===== config.mk =====
export PLATFORM = sky130hd
export DESIGN_NAME = inst_fetcher
export DESIGN_NICKNAME = d
export VERILOG_FILES = /design/src/rtl/cpu_defs.sv /design/src/rtl/inst_icache.sv /design/src/rtl/inst_fetcher.sv
export SDC_FILE = /design/constraint.sdc
export NUM_CORES = 1
export LEC_CHECK = 0
export BUFFER_PORTS_ARGS = -buffer_cell sky130_fd_sc_hd__clkbuf_2
export CORE_ASPECT_RATIO = 1.5
export CORE_MARGIN = 3
export CORE_UTILIZATION = 32
export CTS_BUF_LIST = sky130_fd_sc_hd__clkbuf_2 sky130_fd_sc_hd__clkbuf_4 sky130_fd_sc_hd__clkbuf_8
export DETAILED_ROUTE_END_ITERATION = 12
export PLACE_DENSITY = 0.54
export SETUP_SLACK_MARGIN = 0.5
export SLEW_MARGIN = 10
export SYNTH_ARGS = -nofsm -noshare
export SYNTH_HDL_FRONTEND = slang
export SYNTH_SLANG_ARGS = --single-unit

===== constraint.sdc =====
create_clock -name clk_in -period 8.13 [get_ports clk_in]
set_clock_uncertainty 0.2 [all_clocks]
set_input_delay 0 -clock clk_in [delete_from_list [all_inputs] [get_ports clk_in]]
set_output_delay 0 -clock clk_in [all_outputs]
set_load 0.02 [all_outputs]

===== src/rtl/cpu_defs.sv =====
// Shared CPU definitions for the front end.
//   - opcode_e      : RV32I major opcodes (inst[6:0])
//   - fetch_state_e : fetch FSM encoding (S_IDLE, S_MEM, S_JALR)
//   - immB / immJ   : sign-extended branch and jump immediates
package cpu_defs;

    typedef enum logic [6:0] {
        OPC_LUI    = 7'b0110111,
        OPC_AUIPC  = 7'b0010111,
        OPC_JAL    = 7'b1101111,
        OPC_JALR   = 7'b1100111,
        OPC_BRANCH = 7'b1100011,
        OPC_LOAD   = 7'b0000011,
        OPC_STORE  = 7'b0100011,
        OPC_OPIMM  = 7'b0010011,
        OPC_OP     = 7'b0110011
    } opcode_e;

    typedef enum logic [1:0] {
        S_IDLE = 2'd0,  // looking up the icache at pc
        S_MEM  = 2'd1,  // miss outstanding, waiting for _mem_done
        S_JALR = 2'd2   // JALR emitted, waiting for the ROB to supply the target
    } fetch_state_e;

    // B-type: imm[12|10:5] in inst[31:25], imm[4:1|11] in inst[11:7]
    function automatic logic [31:0] immB(input logic [31:0] inst);
        return {{19{inst[31]}}, inst[31], inst[7], inst[30:25], inst[11:8], 1'b0};
    endfunction

    // J-type: imm[20|10:1|11|19:12] in inst[31:12]
    function automatic logic [31:0] immJ(input logic [31:0] inst);
        return {{11{inst[31]}}, inst[31], inst[19:12], inst[20], inst[30:21], 1'b0};
    endfunction

endpackage


===== src/rtl/inst_icache.sv =====
// Direct-mapped instruction cache, one 32-bit word per entry.
// Ports:
//   clk_in, rst_in : clock, async active-high reset (clears valid bits only)
//   rd_pc          : word address (pc[31:2]) for the combinational lookup
//   hit, rd_data   : lookup result
//   we, wr_pc, wr_data : synchronous fill of one entry
module inst_icache
    import cpu_defs::*;
#(
    parameter int IDX_W = 4
) (
    input  logic        clk_in,
    input  logic        rst_in,
    input  logic [31:2] rd_pc,
    output logic        hit,
    output logic [31:0] rd_data,
    input  logic        we,
    input  logic [31:2] wr_pc,
    input  logic [31:0] wr_data
);

    localparam int ENTRIES = 1 << IDX_W;
    localparam int TAG_W   = 30 - IDX_W;

    logic [ENTRIES-1:0] valid_q;
    logic [TAG_W-1:0]   tag_q  [ENTRIES];
    logic [31:0]        data_q [ENTRIES];

    logic [IDX_W-1:0] rd_idx;
    logic [TAG_W-1:0] rd_tag;
    logic [IDX_W-1:0] wr_idx;
    logic [TAG_W-1:0] wr_tag;

    assign rd_idx = rd_pc[IDX_W+1:2];
    assign rd_tag = rd_pc[31:IDX_W+2];
    assign wr_idx = wr_pc[IDX_W+1:2];
    assign wr_tag = wr_pc[31:IDX_W+2];

    assign hit     = valid_q[rd_idx] && (tag_q[rd_idx] == rd_tag);
    assign rd_data = data_q[rd_idx];

    // Only the valid bits need a reset; tag/data are never read while invalid.
    always_ff @(posedge clk_in or posedge rst_in) begin
        if (rst_in) begin
            valid_q <= '0;
        end else if (we) begin
            valid_q[wr_idx] <= 1'b1;
        end
    end

    always_ff @(posedge clk_in) begin
        if (we) begin
            tag_q[wr_idx]  <= wr_tag;
            data_q[wr_idx] <= wr_data;
        end
    end

endmodule


===== src/rtl/inst_fetcher.sv =====
// Front-end fetch stage: holds the PC, looks up the icache, fetches misses
// from memory and pushes one instruction per cycle to the issue queue.
// Static prediction: JAL and branches taken, JALR stalls until the ROB
// resolves it, everything else falls through to pc+4.
// Ports:
//   clk_in, rst_in, rdy_in      : clock, async active-high reset, global enable
//   _clear, _clear_pc           : ROB flush and corrected PC (highest priority)
//   _need_inst                  : issue queue has space
//   _inst_out/_inst_addr_out/_jalr_rd/_inst_ready_out : pushed instruction, its PC, PC+4, push strobe
//   _jalr_done, _jalr_target    : ROB resolution of a stalled JALR
//   _mem_req/_mem_addr, _mem_data/_mem_done : memory fetch request and response
//
// Handshakes: _inst_ready_out is a one-cycle push, issued only while
// _need_inst is high in S_IDLE (a miss reserves its slot when requested).
// _mem_req is a level that stays high with a stable _mem_addr until the cycle
// _mem_done is sampled high (or _clear abandons it); _mem_done is a one-cycle
// strobe qualifying _mem_data and is ignored outside S_MEM.
module inst_fetcher
    import cpu_defs::*;
#(
    parameter logic [31:0] RESET_PC     = 32'h0000_0000,
    parameter int          ICACHE_IDX_W = 4
) (
    input  logic        clk_in,
    input  logic        rst_in,
    input  logic        rdy_in,
    input  logic        _clear,
    input  logic [31:0] _clear_pc,
    input  logic        _need_inst,
    output logic [31:0] _inst_out,
    output logic        _inst_ready_out,
    output logic [31:0] _inst_addr_out,
    output logic [31:0] _jalr_rd,
    input  logic        _jalr_done,
    input  logic [31:0] _jalr_target,
    output logic        _mem_req,
    output logic [31:0] _mem_addr,
    input  logic [31:0] _mem_data,
    input  logic        _mem_done
);

    fetch_state_e state_q, state_d;
    logic [31:0]  pc_q, pc_d;

    logic        cache_hit;
    logic [31:0] cache_data;
    logic        cache_we;

    logic        emit;        // an instruction is pushed at this edge
    logic [31:0] emit_word;
    logic [31:0] pred_pc;     // predicted successor of emit_word
    logic        emit_jalr;
    logic        mem_req_d;
    logic [31:0] mem_addr_d;

    inst_icache #(
        .IDX_W(ICACHE_IDX_W)
    ) u_icache (
        .clk_in  (clk_in),
        .rst_in  (rst_in),
        .rd_pc   (pc_q[31:2]),
        .hit     (cache_hit),
        .rd_data (cache_data),
        .we      (cache_we && rdy_in),
        .wr_pc   (pc_q[31:2]),
        .wr_data (_mem_data)
    );

    // ---------------- state register ----------------
    always_ff @(posedge clk_in or posedge rst_in) begin
        if (rst_in) begin
            state_q <= S_IDLE;
            pc_q    <= RESET_PC;
        end else if (rdy_in) begin
            state_q <= state_d;
            pc_q    <= pc_d;
        end
    end

    // ---------------- output / datapath decision ----------------
    always_comb begin
        emit       = 1'b0;
        emit_word  = cache_data;
        cache_we   = 1'b0;
        mem_req_d  = _mem_req;
        mem_addr_d = _mem_addr;
        if (_clear) begin
            // Abandon any in-flight request; a coincident _mem_done is not cached.
            mem_req_d = 1'b0;
        end else begin
            case (state_q)
                S_IDLE: begin
                    if (_need_inst) begin
                        if (cache_hit) begin
                            emit = 1'b1;
                        end else begin
                            mem_req_d  = 1'b1;
                            mem_addr_d = pc_q;
                        end
                    end
                end
                S_MEM: begin
                    // Queue space was reserved at request time, so _need_inst is not rechecked.
                    if (_mem_done) begin
                        emit      = 1'b1;
                        emit_word = _mem_data;
                        cache_we  = 1'b1;
                        mem_req_d = 1'b0;
                    end
                end
                default: ;
            endcase
        end
    end

    // Static next-PC prediction for the word being emitted.
    always_comb begin
        pred_pc   = pc_q + 32'd4;
        emit_jalr = 1'b0;
        case (emit_word[6:0])
            OPC_JAL:    pred_pc = pc_q + immJ(emit_word);
            OPC_BRANCH: pred_pc = pc_q + immB(emit_word);
            OPC_JALR: begin
                pred_pc   = pc_q;
                emit_jalr = 1'b1;
            end
            default: ;
        endcase
    end

    // ---------------- next-state logic ----------------
    always_comb begin
        state_d = state_q;
        pc_d    = pc_q;
        if (_clear) begin
            state_d = S_IDLE;
            pc_d    = _clear_pc;
        end else begin
            case (state_q)
                S_IDLE: begin
                    if (emit) begin
                        pc_d    = pred_pc;
                        state_d = emit_jalr ? S_JALR : S_IDLE;
                    end else if (_need_inst) begin
                        state_d = S_MEM;
                    end
                end
                S_MEM: begin
                    if (_mem_done) begin
                        pc_d    = pred_pc;
                        state_d = emit_jalr ? S_JALR : S_IDLE;
                    end
                end
                S_JALR: begin
                    if (_jalr_done) begin
                        pc_d    = _jalr_target;
                        state_d = S_IDLE;
                    end
                end
                default: state_d = S_IDLE;
            endcase
        end
    end

    // ---------------- registered outputs ----------------
    always_ff @(posedge clk_in or posedge rst_in) begin
        if (rst_in) begin
            _inst_ready_out <= 1'b0;
            _inst_out       <= '0;
            _inst_addr_out  <= '0;
            _jalr_rd        <= '0;
            _mem_req        <= 1'b0;
            _mem_addr       <= '0;
        end else if (rdy_in) begin
            _inst_ready_out <= emit;
            _mem_req        <= mem_req_d;
            _mem_addr       <= mem_addr_d;
            if (emit) begin
                _inst_out      <= emit_word;
                _inst_addr_out <= pc_q;
                _jalr_rd       <= pc_q + 32'd4;
            end
        end
    end

endmodule

# Yosys cells after proc, flatten, opt, wreduce, memory -nomap -nowiden
# Memories as Yosys holds them, arrays and structs flattened.
# Index checks and enable logic that the tools add are counted.
# word_totals
regBits	180
ram_bits	928
in_bits	103
output_inout_bits	130
elab_cells	77
n_memories	2
# mem_list
name	depth	width	rd	rd_clocked_by_memory_dff	write_ports	line_no	text
u_icache.data_q	16	32	1	0	1	inst_icache.sv:27	logic [31:0] data_q [ENTRIES];
u_icache.tag_q	16	26	1	0	1	inst_icache.sv:26	logic [TAG_W-1:0] tag_q [ENTRIES];
# op_classes
addsub	3
n_lt_le_gt_ge	2
eq_ne	12
muxes	35
bitwise	3
reduce_logical	11
# ops
op	count
$mux 32	7
$pmux 32 s3	2
$add 32x32->32	2
$add 32x3->32 const B	1
$eq 26x26->1	1
$eq 7x7->1 const B	3
$or 16x16->16	1
$mux 1	15
$ne 3x3->1 const B	5
$reduce_and 5->1	3
$mux 2	6
$pmux 2 s3	1
$lt 4x5->1 const B	1
$bmux 1 s4	1
$demux 1 s4	1
$ge 4x1->1 const B	1
$ne 4x4->1 const B	1
$pmux 1 s2	2
$reduce_and 4->1	1
$reduce_bool 4->1	1
$logic_and 1x1->1	3
$reduce_bool 3->1	1
$eq 2x1->1 const B	1
$eq 2x2->1 const B	1
3 further kinds	4

# Longest topological paths before layout
# Gate-level depths: netlist (run 1).
# depth
word_depth	10
depth_mapped	28
depth_no_buf	21

# Modules after synthesis
# Synthesis (run 1) repeated with hierarchy kept, for this count alone.
# unflattened
cells_unflattened	2529
area_unflattened_um2	45912.8
# modules_own_cells
module	instances	cells_per_inst	area_each_um2
inst_icache	1	1494	36191.0
inst_fetcher	1	1035	9721.8

# Worst setup path before layout (run 1)
# Ideal clock, no wire load.
# synth_path
path_type	register to register
startpoint	reg pc_q[2]
endpoint	reg pc_q[30]
setup_time_ns	0.127
arrival_ns	6.034
required_ns	7.803
slack_ns	1.769
path_stages_with_launch	23
n_path_buf	7
synth_period_minus_slack_ns	6.361
path_cell_list	dfrtp_1 > buf_6 > buf_6 > buf_2 > buf_2 > clkbuf_1 > buf_2 > buf_2 > mux4_2 > mux4_2 > mux2i_1 > mux2i_1 > ha_1 > a21o_1 > a21oi_1 > o31a_1 > o41ai_1 > a21oi_1 > o31ai_1 > a221o_1 > xnor2_1 > a21oi_1 > mux2_1
# synth_via
elab_chain_cells	9
elab_cells_between_ends	26
cone_classes	add/sub (3); eq/ne (5); mux (14); reduce/logical (2); memory (2)
# synth_lines
item	line_no	text
from (decl)	inst_fetcher.sv:43	logic [31:0] pc_q, pc_d;
from (signal assigned)	inst_fetcher.sv:76	pc_q <= pc_d;
$mem_v2 16x32, or another cell as far along	-	
$mux 32, or another cell as far along	inst_fetcher.sv:104	if (_mem_done) begin
$mux 32 or $logic_and 1x1->1 (tied branches)	inst_fetcher.sv:91, inst_icache.sv:39	
$mux 32 or $mux 1 (tied branches)	inst_fetcher.sv:87, inst_fetcher.sv:94	
$add 32x32->32, or another cell as far along	inst_fetcher.sv:122	OPC_BRANCH: pred_pc = pc_q + immB(emit_word);
$pmux 32 s3 or $pmux 1 s2 (tied branches)	inst_fetcher.sv:120, inst_fetcher.sv:91	
$mux 32, or another cell as far along	inst_fetcher.sv:149	if (_mem_done) begin
$pmux 32 s3 or $ne 3x3->1 (tied branches)	-	
$mux 32 or $reduce_and 5->1 (tied branches)	-	
# Parallel ways exist; a longest one is shown, timed or not. The select of a mux whose other input is x is not followed.
# A chain may end at the register's enable or synchronous reset.

# Worst setup path after layout (run 1)
# layout_path
startpoint	reg pc_q[2]
endpoint	reg pc_q[19]
# Same word-level chain as after synthesis.

==> results.md, run 1 <==
Logic synthesis:
- The compound-gate portion of the synthesized area is 5.390%.
- Among all flip-flop cells after synthesis, the most frequent one is sky130_fd_sc_hd__edfxtp_1.
- The top cell type by area accounts for 59.97% of the synthesized area.
- The post-synthesis area per instance is 17.58 um^2.
- The simple-gate share of the synthesized area is 3.907%.
- Yosys attributes the largest share of cell area to sky130_fd_sc_hd__edfxtp_1 (60%), sky130_fd_sc_hd__mux4_2 (11%), sky130_fd_sc_hd__dfrtp_1 (9.6%), sky130_fd_sc_hd__mux2i_1 (3.2%), sky130_fd_sc_hd__mux2_1 (2.1%).
- The combinational family with the most area after synthesis is multiplexers.
- The sequential share of the synthesized area is 69.55%.
- After synthesis, the share of flip-flops with an asynchronous set or reset is 16.09%.
- The portion of netlist area occupied by mux cells is 16.78%.
- The number of distinct standard cells referenced by the synthesized netlist is 83.
- The synthesized design contains 928 enable-type register cells.
- The xor and xnor fraction of the mapped netlist area is 1.357%.
- In this run the cell area of the synthesized design comes to 0.04647 mm^2.
- The total number of yosys warnings is 0.
- In the synthesized netlist, the number of instances is 2,644.
- The biggest area contributor in the post-synthesis netlist is sky130_fd_sc_hd__edfxtp_1.
- The number of nets in the synthesized netlist is 2,782.
- Counting flops and latches in the post-synthesis netlist gives 1,106.
- By count the netlist is led by sky130_fd_sc_hd__edfxtp_1 (928), sky130_fd_sc_hd__mux4_2 (217), sky130_fd_sc_hd__dfrtp_1 (178).
- The synthesized netlist devotes 0.9585% of its cell area to adder and majority cells.
- The library cell with the highest instance count after synthesis is sky130_fd_sc_hd__edfxtp_1.

Worst setup path:
- The worst register-to-register path has a setup slack of 0.87 ns.
- For the worst flop-to-flop path, the logic depth is 24.
- The most critical setup path has its startpoint at pc_q[2]$_DFFE_PP0P_.
- The data arrival at the endpoint of the critical path is 7.82 ns.
- The cell family contributing the most delay on the critical path is compound AO/OA/AOI/OAI gates.
- The worst register-to-register path ends at pc_q[19]$_DFFE_PP0P_.
- Together, buffers and inverters on the worst path number 4.
- Of all nets on the critical path, the largest fanout is 16.
- In this design, the stage delay of the slowest critical-path cell is 0.65 ns.
- STA classifies the critical path startpoint as a flip-flop.
- The critical path class is reg2reg.
- In this run the number of cells on the critical path is 24.
- The endpoint type of the worst setup path is a flip-flop.
- The most prevalent standard cell on the critical path is sky130_fd_sc_hd__a21oi_1.
- Following the worst setup path forward leads to its endpoint at pc_q[19]$_DFFE_PP0P_.
- The startpoint of the worst-slack reg-to-reg timing path is pc_q[2]$_DFFE_PP0P_.
- The critical path goes through buf_16 -> nand2b_1 -> o22ai_1 -> nor3_1 -> a211o_1 -> and4bb_1 -> inv_1 -> nor2_1 -> nand2_1 -> nor2_2 -> a21oi_1 -> ha_1 -> a21oi_1 -> a21boi_0 -> a311oi_1 -> nand2_1 -> a31oi_1 -> mux2i_1 -> a21oi_1 -> a211oi_1 -> o31ai_1 -> dlygate4sd3_1 -> mux2_1 -> dlygate4sd3_1.
- The slowest cell on the critical path is sky130_fd_sc_hd__dfrtp_4.
- The data required time of the critical path is 8.69 ns.

Final layout:
- After the last flow step, the layout net total stands at 3,355.
- Cells with a size suffix above 1 make up 27.60% of the layout.
- The finished cells cover 0.05606 mm^2.
- Relative to the synthesized area, the layout overhead comes to 20.63%.
- The number of standard cells in the layout, taps in and fillers out is 5,265.

CTS:
- In this run the clock root is driven by a sky130_fd_sc_hd__clkbuf_8.
- The number of H-tree levels is 4.
- Counting the buffers created by CTS gives 174.
- The clock edge transition at the registers on the reported setup and hold paths is 0.07 ns.
- The clock drives 1,106 sinks.
- No sink is reached through more buffers than the 3 on the longest clock path.
- The clock latency on the worst-skew pair is 0.92 ns.
- TritonCTS built the clock tree.

Power:
- The peak ir drop on the vdd network is 260.2 uV.
- For this design the ratio of total power to cell area is 357.5 mW/mm^2.
- The total leakage power is 0.02007 uW.
- Total power for the finished layout comes to 20,040 uW.

Placement:
- The routability congestion estimate from global placement is 0.8768.
- Summing all placed instances gives a cell area of 0.05004 mm^2.
- The number of placed instances, taps included is 4,700.
- The count of buffers added on input and output ports is 232.
- The half-perimeter wire length after placement is 91.57 mm.

Floorplanning:
- The floorplan step set the die width to 317.2 um.
- The number of standard-cell rows in the floorplan is 170.
- For this design the top-level I/O count stands at 233.
- The die covers 0.1499 mm^2.
- The initial core utilization is 32.37%.
- In this run the vertical extent of the chip is 472.7 um.
- After floorplanning, the core was sized to cover 0.1436 mm^2.

Timing:
- The final count of pins violating max slew is 0.
- At the pin with the least slew margin, the transition time is 1.208 ns.
- The count of endpoints failing setup in the final report is 0.
- The minimum clock period is 7.255 ns.
- The total negative setup slack is 0 ns.
- The fmax is 0.1378 GHz.
- Setup repair after global routing left no endpoint under its margin.
- The final number of hold-violating endpoints is 0.
- The final critical-path share of the clock period is 89.24%.
- In this run the tightest slew margin relative to its limit is 19.46%.

Global routing:
- The initial antenna violation count is 12.
- Entering global routing, the biggest net connects 104 pins.
- The first-pass GRT wire length is 213.1 mm.
- The number of global-route vias before repair came to 28,610.
- Across every metal layer, demand over resource in global routing totals 19.96%.
- For this run the aggregate overflow at the end of global routing stands at 0.

Routing:
- For this run, design rule violations remaining after detail routing come to 0.
- The count of vias placed by the detailed router is 27,970.
- For this block, the routed nets add up to 149.9 mm of wire.
- The number of routed nets with antenna violations is 0.
- Dividing the detail-routed wire length by the instance count gives 28.47 um.
- The number of iterations in the first detailed-routing pass is 6.
- The via density per instance is 5.313.
- For this block, the initial DRC count from the detailed router was 2,428.

Hold path:
- The tightest min-delay check is of the in2reg type.

Job:
- Max-cap violations in this run came to 0.

Run status:
- The run finished with clean final reports.
flip-flops by register name (all words and copies together), names as in the netlist:
| name | cells |
|---|---|
| u_icache.valid_q | 16 |
| _inst_addr_out | 32 |
| u_icache.data_q | 512 |
| u_icache.tag_q | 416 |
| _mem_addr | 32 |
| _inst_out | 32 |
| state_q | 2 |
| _inst_ready_out | 1 |
| pc_q | 32 |
| _jalr_rd | 30 |
| _mem_req | 1 |
tightest hold or removal path, cell delays in order:
cell,delay [ns]
sky130_fd_sc_hd__dlygate4sd3_1,0.52
sky130_fd_sc_hd__clkbuf_2,0.13
sky130_fd_sc_hd__mux2i_1,0.26
sky130_fd_sc_hd__o31ai_1,0.28
layer usage:
metal	global-route usage [%]	wire length [um]	part of all wire, %	up-vias
li1	-	-	-	11760
met1	27.12	62410	42	14740
met3	4.373	11670	7.8	229
met2	31.63	71110	47	1235
met4	6.973	4666	3.1	8
met5	0	51	0.034	-
cells in the final DEF (no fill, tap or decap), drive strengths merged, types with 14 or more instances in the layout:
cell         count
o21ai           83
mux2i          147
inv             41
a21oi           74
a22oi           31
mux2           128
ha              34
a21o            14
o22ai           21
dlygate4sd3    229
edfxtp         928
dfrtp          178
mux4           217
xor2            24
a211oi          23
clkinv          54
nand2          123
o31ai           38
or2             18
nor3            26
nor2           111
nand3           23
buf             89
xnor2           48
clkbuf         484
timing repair:
action	in CTS	in global routing
resized for setup	0	3
endpoints found under the setup margin	0	16
hold endpoints to repair	994	0
buffers inserted	0	4
hold buffers	229	0
logic make-up after synthesis:
group	count (synthesis)
buffers and inverters	186
flip-flops	1106
adder cells (fa/ha/maj)	35
XOR/XNOR	72
AO/OA/AOI/OAI	374
multiplexers	492
AND/OR/NAND/NOR	379
stage by stage:
stage | util, % | setup WS (ns) | hold WS [ns]
6_report | 39.04 | 0.8747 | 0.1137
5_1_grt | 39.04 | 0.5361 | 0.04851
4_1_cts | 38.98 | 0.5911 | 0.03331
3_5_place_dp | 34.85 | 1.542 | -0.06591
3_3_place_gp | 34.85 | 1.516 | -0.06511
2_1_floorplan | - | 1.769 | -0.1011
power breakdown:
part,total (uW),leakage (uW),internal [uW],switching [uW]
clock network,4940,0.00191,2640,2300
logic,7670,0.00758,2970,4710
registers,7430,0.0106,6880,549
worst min-delay path by stage:
stage / startpoint / endpoint / slack [ns] / cells past startpoint
floorplan: _mem_data[0] / u_icache.data_q[0][0]$_DFFE_PP_ / -0.10 / 0
global placement: rst_in / _inst_addr_out[24]$_DFFE_PP0P_ / -0.07 / 2
detailed placement: rst_in / _inst_addr_out[24]$_DFFE_PP0P_ / -0.07 / 2
CTS: _mem_data[24] / _inst_out[24]$_DFFE_PP0P_ / 0.03 / 4
global route: _mem_data[24] / _inst_out[24]$_DFFE_PP0P_ / 0.05 / 4
finish: _mem_data[24] / _inst_out[24]$_DFFE_PP0P_ / 0.11 / 4
cell type report:
class | count | area, um^2
clock inverters | 72 | 589.3
clock buffers | 253 | 3050
well taps | 1892 | 2367
inverters | 34 | 137.6
multi-input cells | 1352 | 13350
diodes | 7 | 17.52
repair buffers | 549 | 4207
fillers | 13280 | 87520
flip-flops and latches | 1106 | 32340
(Power assumes the default switching activity.)
==> inputs of run 2 (changes only) <==
--- a/config.mk
+++ b/config.mk
@@ -9,7 +9,6 @@
 export CORE_ASPECT_RATIO = 1.5
 export CORE_MARGIN = 3
 export CORE_UTILIZATION = 32
-export CTS_BUF_LIST = sky130_fd_sc_hd__clkbuf_2 sky130_fd_sc_hd__clkbuf_4 sky130_fd_sc_hd__clkbuf_8
 export DETAILED_ROUTE_END_ITERATION = 12
 export PLACE_DENSITY = 0.54
 export SETUP_SLACK_MARGIN = 0.5
==> run 2 against run 1 <==
Via count fell by 3.0%. Highest routed layer unchanged. Largest cell class unchanged. First-iteration DRC count rose by 10%. Final cell count decreased by 3.8%. Largest power group unchanged. Critical path depth down 1. Total power grew 0.77%. Combinational power decreased by 1%. Critical path type unchanged. Wire length shrank 1.5%. Critical endpoint is now pc_q[9]$_DFFE_PP0P_. Clock-buffer cell count decreased by 105.
==> results.md, run 2 (synthesized netlist as in run 1, its figures left out) <==
Worst setup path:
- The critical path startpoint is pc_q[2]$_DFFE_PP0P_.
- The data required time of the critical path is 8.61 ns (-0.08 ns).
- The endpoint identified for the worst register-to-register timing path is pc_q[9]$_DFFE_PP0P_.
- The biggest fanout along the worst timing path is 16 (unchanged).
- The data arrival at the endpoint of the critical path is 7.64 ns (-0.18 ns).
- The number of cells traversed by the worst register-to-register path was 23 (-4.2%).
- STA classifies the critical path startpoint as a flip-flop.
- In this run the worst setup path terminates at pc_q[9]$_DFFE_PP0P_.
- The worst setup path is of the reg2reg kind.
- The worst register-to-register path begins at pc_q[2]$_DFFE_PP0P_.
- The slack of the worst reg-to-reg path is 0.97 ns (+0.10 ns).
- The endpoint type of the worst setup path is a flip-flop.

Job:
- The max-cap violation count is 0 (unchanged).

Global routing:
- The number of global-route vias before repair came to 27,530 (-3.8%).
- The first-pass GRT wire length is 209.2 mm (-1.8%).
- The global routing usage summed across all routing layers was 19.62% (-0.34 points).
- The pin count of the biggest net entering global routing is 104 (unchanged).
- The initial antenna violation count is 18 (+6).
- The total grt overflow is 0 (unchanged).

CTS:
- TritonCTS built the clock tree.
- The root buffer cell chosen for the clock tree is sky130_fd_sc_hd__clkbuf_16.
- The number of buffers on the longest clock path came to 3 (unchanged).
- The number of buffers added by the clock tree synthesis step is 108 (-38%).
- The number of H-tree levels came to 3 (-1).
- The number of clock sinks came to 1,106 (unchanged).
- The clock edge transition at the registers on the reported setup and hold paths is 0.06 ns (about the same).
- The clock latency on the worst-skew pair is 0.76 ns (-0.16 ns).

Routing:
- The average wire per standard cell is 29.17 um (+2.4%).
- The initial detailed-routing violation count is 2,677 (+10%).
- The count of vias placed by the detailed router is 27,150 (-3.0%).
- The number of routed nets with antenna violations is 0 (unchanged).
- The via density per instance is 5.361 (+0.90%).
- The final routed DRC violation total came to 0 (unchanged).
- The number of iterations in the first detailed-routing pass is 5 (-1).
- The sum of routed wire length over all layers came to 147.7 mm (-1.5%).

Timing:
- The count of endpoints failing setup in the final report is 0 (unchanged).
- The fmax came to 0.1397 GHz (+1.3%).
- The final count of pins violating max slew is 0 (unchanged).
- The final number of hold-violating endpoints is 0 (unchanged).
- The final critical-path share of the clock period was 88.05% (-1.2 points).
- Setup repair after global routing left no endpoint under its margin.
- The tightest slew margin relative to the limit is 21.56% (+2.1 points).
- The slew of the pin with the lowest slew margin is 1.177 ns (-0.03154 ns).
- The minimum clock period is 7.159 ns (-0.09642 ns).
- The total negative setup slack is 0 ns (unchanged).

Final layout:
- From synthesis to final layout, the design area changed by 18.99%.
- The library cells used most frequently in the layout, excluding fill and tap cells, are sky130_fd_sc_hd__edfxtp_1 (928), sky130_fd_sc_hd__clkbuf_2 (231), sky130_fd_sc_hd__mux4_2 (217).
- The number of standard cells in the layout, taps in and fillers out came to 5,064 (-3.8%).
- The flip-flop count of the largest register, all copies and words added is 512 (unchanged).
- Leaving out fill and tap cells, the most frequent cell in the layout is sky130_fd_sc_hd__edfxtp_1.
- The share of post-route cells with drive strength above 1 is 25.47% (-2.1 points).
- The most flop-heavy register is u_icache.data_q.
- The net count of the finished layout is 3,210 (-4.3%).
- The largest registers in the layout are u_icache.data_q (512), u_icache.tag_q (416).

Power:
- The peak ir drop on the vdd network is 243.4 uV (-6.5%).
- The total leakage power was 0.01957 uW (-2.5%).
- The ratio of total power to cell area was 365.3 mW/mm^2 (+2.2%).

Run status:
- The run finished with clean final reports.

Placement:
- The number of placed instances, taps included is 4,700 (unchanged).
- The routability congestion estimate from global placement is 0.8768 (unchanged).
- The count of input and output buffers was 232 (unchanged).
- The half-perimeter wire length after placement is 91.57 mm (unchanged).

Hold path:
- The type of the worst min-delay path is in2reg.

Floorplanning:
- The placeable core region is 0.1436 mm^2 (unchanged).
- The width of the die is 317.2 um (unchanged).
- The overall die height is 472.7 um (unchanged).
- The top-level I/O count is 233 (unchanged).
- The area of the die came to 0.1499 mm^2 (unchanged).
- The number of standard-cell rows in the floorplan is 170 (unchanged).
- The initial core utilization was 32.37% (unchanged).
==> run 2: cell count changes in the layout (fill, tap and decap cells not counted), moves of 27 or more <==
cell,delta
sky130_fd_sc_hd__clkbuf_1,+30
sky130_fd_sc_hd__clkbuf_16,+108
sky130_fd_sc_hd__clkbuf_4,-69
sky130_fd_sc_hd__clkbuf_8,-174
sky130_fd_sc_hd__clkinv_1,-27
sky130_fd_sc_hd__dlygate4sd3_1,-79
==> run 2: worst max-delay path, stage by stage, from the launching register on <==
cell,delay (ns)
sky130_fd_sc_hd__dfrtp_4,0.65
sky130_fd_sc_hd__buf_16,0.24
sky130_fd_sc_hd__nand2b_1,0.34
sky130_fd_sc_hd__o22ai_1,0.29
sky130_fd_sc_hd__nor3_1,0.08
sky130_fd_sc_hd__a211o_1,0.31
sky130_fd_sc_hd__and4bb_1,0.34
sky130_fd_sc_hd__inv_1,0.09
sky130_fd_sc_hd__nor2_1,0.11
sky130_fd_sc_hd__nand2_1,0.30
sky130_fd_sc_hd__mux2i_1,0.21
sky130_fd_sc_hd__ha_1,0.23
sky130_fd_sc_hd__fa_1,0.43
sky130_fd_sc_hd__a21oi_1,0.41
sky130_fd_sc_hd__o21a_1,0.21
sky130_fd_sc_hd__o21ai_0,0.15
sky130_fd_sc_hd__a21oi_1,0.28
sky130_fd_sc_hd__xnor2_1,0.43
sky130_fd_sc_hd__mux2i_1,0.18
sky130_fd_sc_hd__a211oi_1,0.27
sky130_fd_sc_hd__a21oi_1,0.06
sky130_fd_sc_hd__dlygate4sd3_1,0.59
sky130_fd_sc_hd__mux2i_1,0.12
sky130_fd_sc_hd__dlygate4sd3_1,0.55
==> run 2: metrics by stage <==
step                      util (%)  total power (uW)  setup slack, ns  instance area [um^2]  hold slack (ns)
final                        38.51             20200           0.9711                 55300          0.07931
after global routing         38.51             21090           0.5686                 55290          0.06406
after global placement       34.85             14920            1.516                 50040         -0.06511
after detailed placement     34.85             14950            1.542                 50040         -0.06591
after floorplan                  -             12140            1.769                 46470          -0.1011
after CTS                    38.46             20280           0.7595                 55210          0.01670
==> run 2: metal layers <==
metal	vias up	GRT usage [%]	part of all wire (%)
met5	-	0	0.062
met4	16	6.265	3.0
met3	226	4.228	8.0
met2	1140	31.30	48
met1	14340	26.77	41
li1	11420	-	-
==> run 2: what timing repair did <==
item	4_1_cts	5_1_grt
gates resized for setup	0	3
setup buffers	0	4
endpoints found under the hold margin	775	0
hold buffers	150	0
setup endpoints to repair	0	6
==> run 2: where the power goes <==
group          internal [uW]  switching, uW  leakage (uW)  total, uW
clock network           2920           2270       0.00176       5190
registers               6880            549        0.0106       7430
logic                   2900           4670       0.00724       7580
total                  12700           7490        0.0196      20200
==> run 2: worst min path at each step <==
stage                  startpoint                                end  slack (ns)  depth (start not counted)
floorplan            _mem_data[0]    u_icache.data_q[0][0]$_DFFE_PP_       -0.10                          0
global placement           rst_in     _inst_addr_out[24]$_DFFE_PP0P_       -0.07                          2
detailed placement         rst_in     _inst_addr_out[24]$_DFFE_PP0P_       -0.07                          2
finish              _mem_data[30]   u_icache.data_q[8][30]$_DFFE_PP_        0.08                          2
CTS                 _mem_data[10]   u_icache.data_q[0][10]$_DFFE_PP_        0.02                          2
global route        _mem_data[10]  u_icache.data_q[12][10]$_DFFE_PP_        0.06                          2
==> run 2: final cells by class <==
type                       count  area, um^2
sequential                  1106       32340
antenna                        4       10.01
inverter                      34       137.6
clock inverter                58       721.9
multi-input combinational   1352       13350
fill                       13210       88280
tap                         1892        2367
timing repair buffer         470        3416
clock buffer                 148        2953
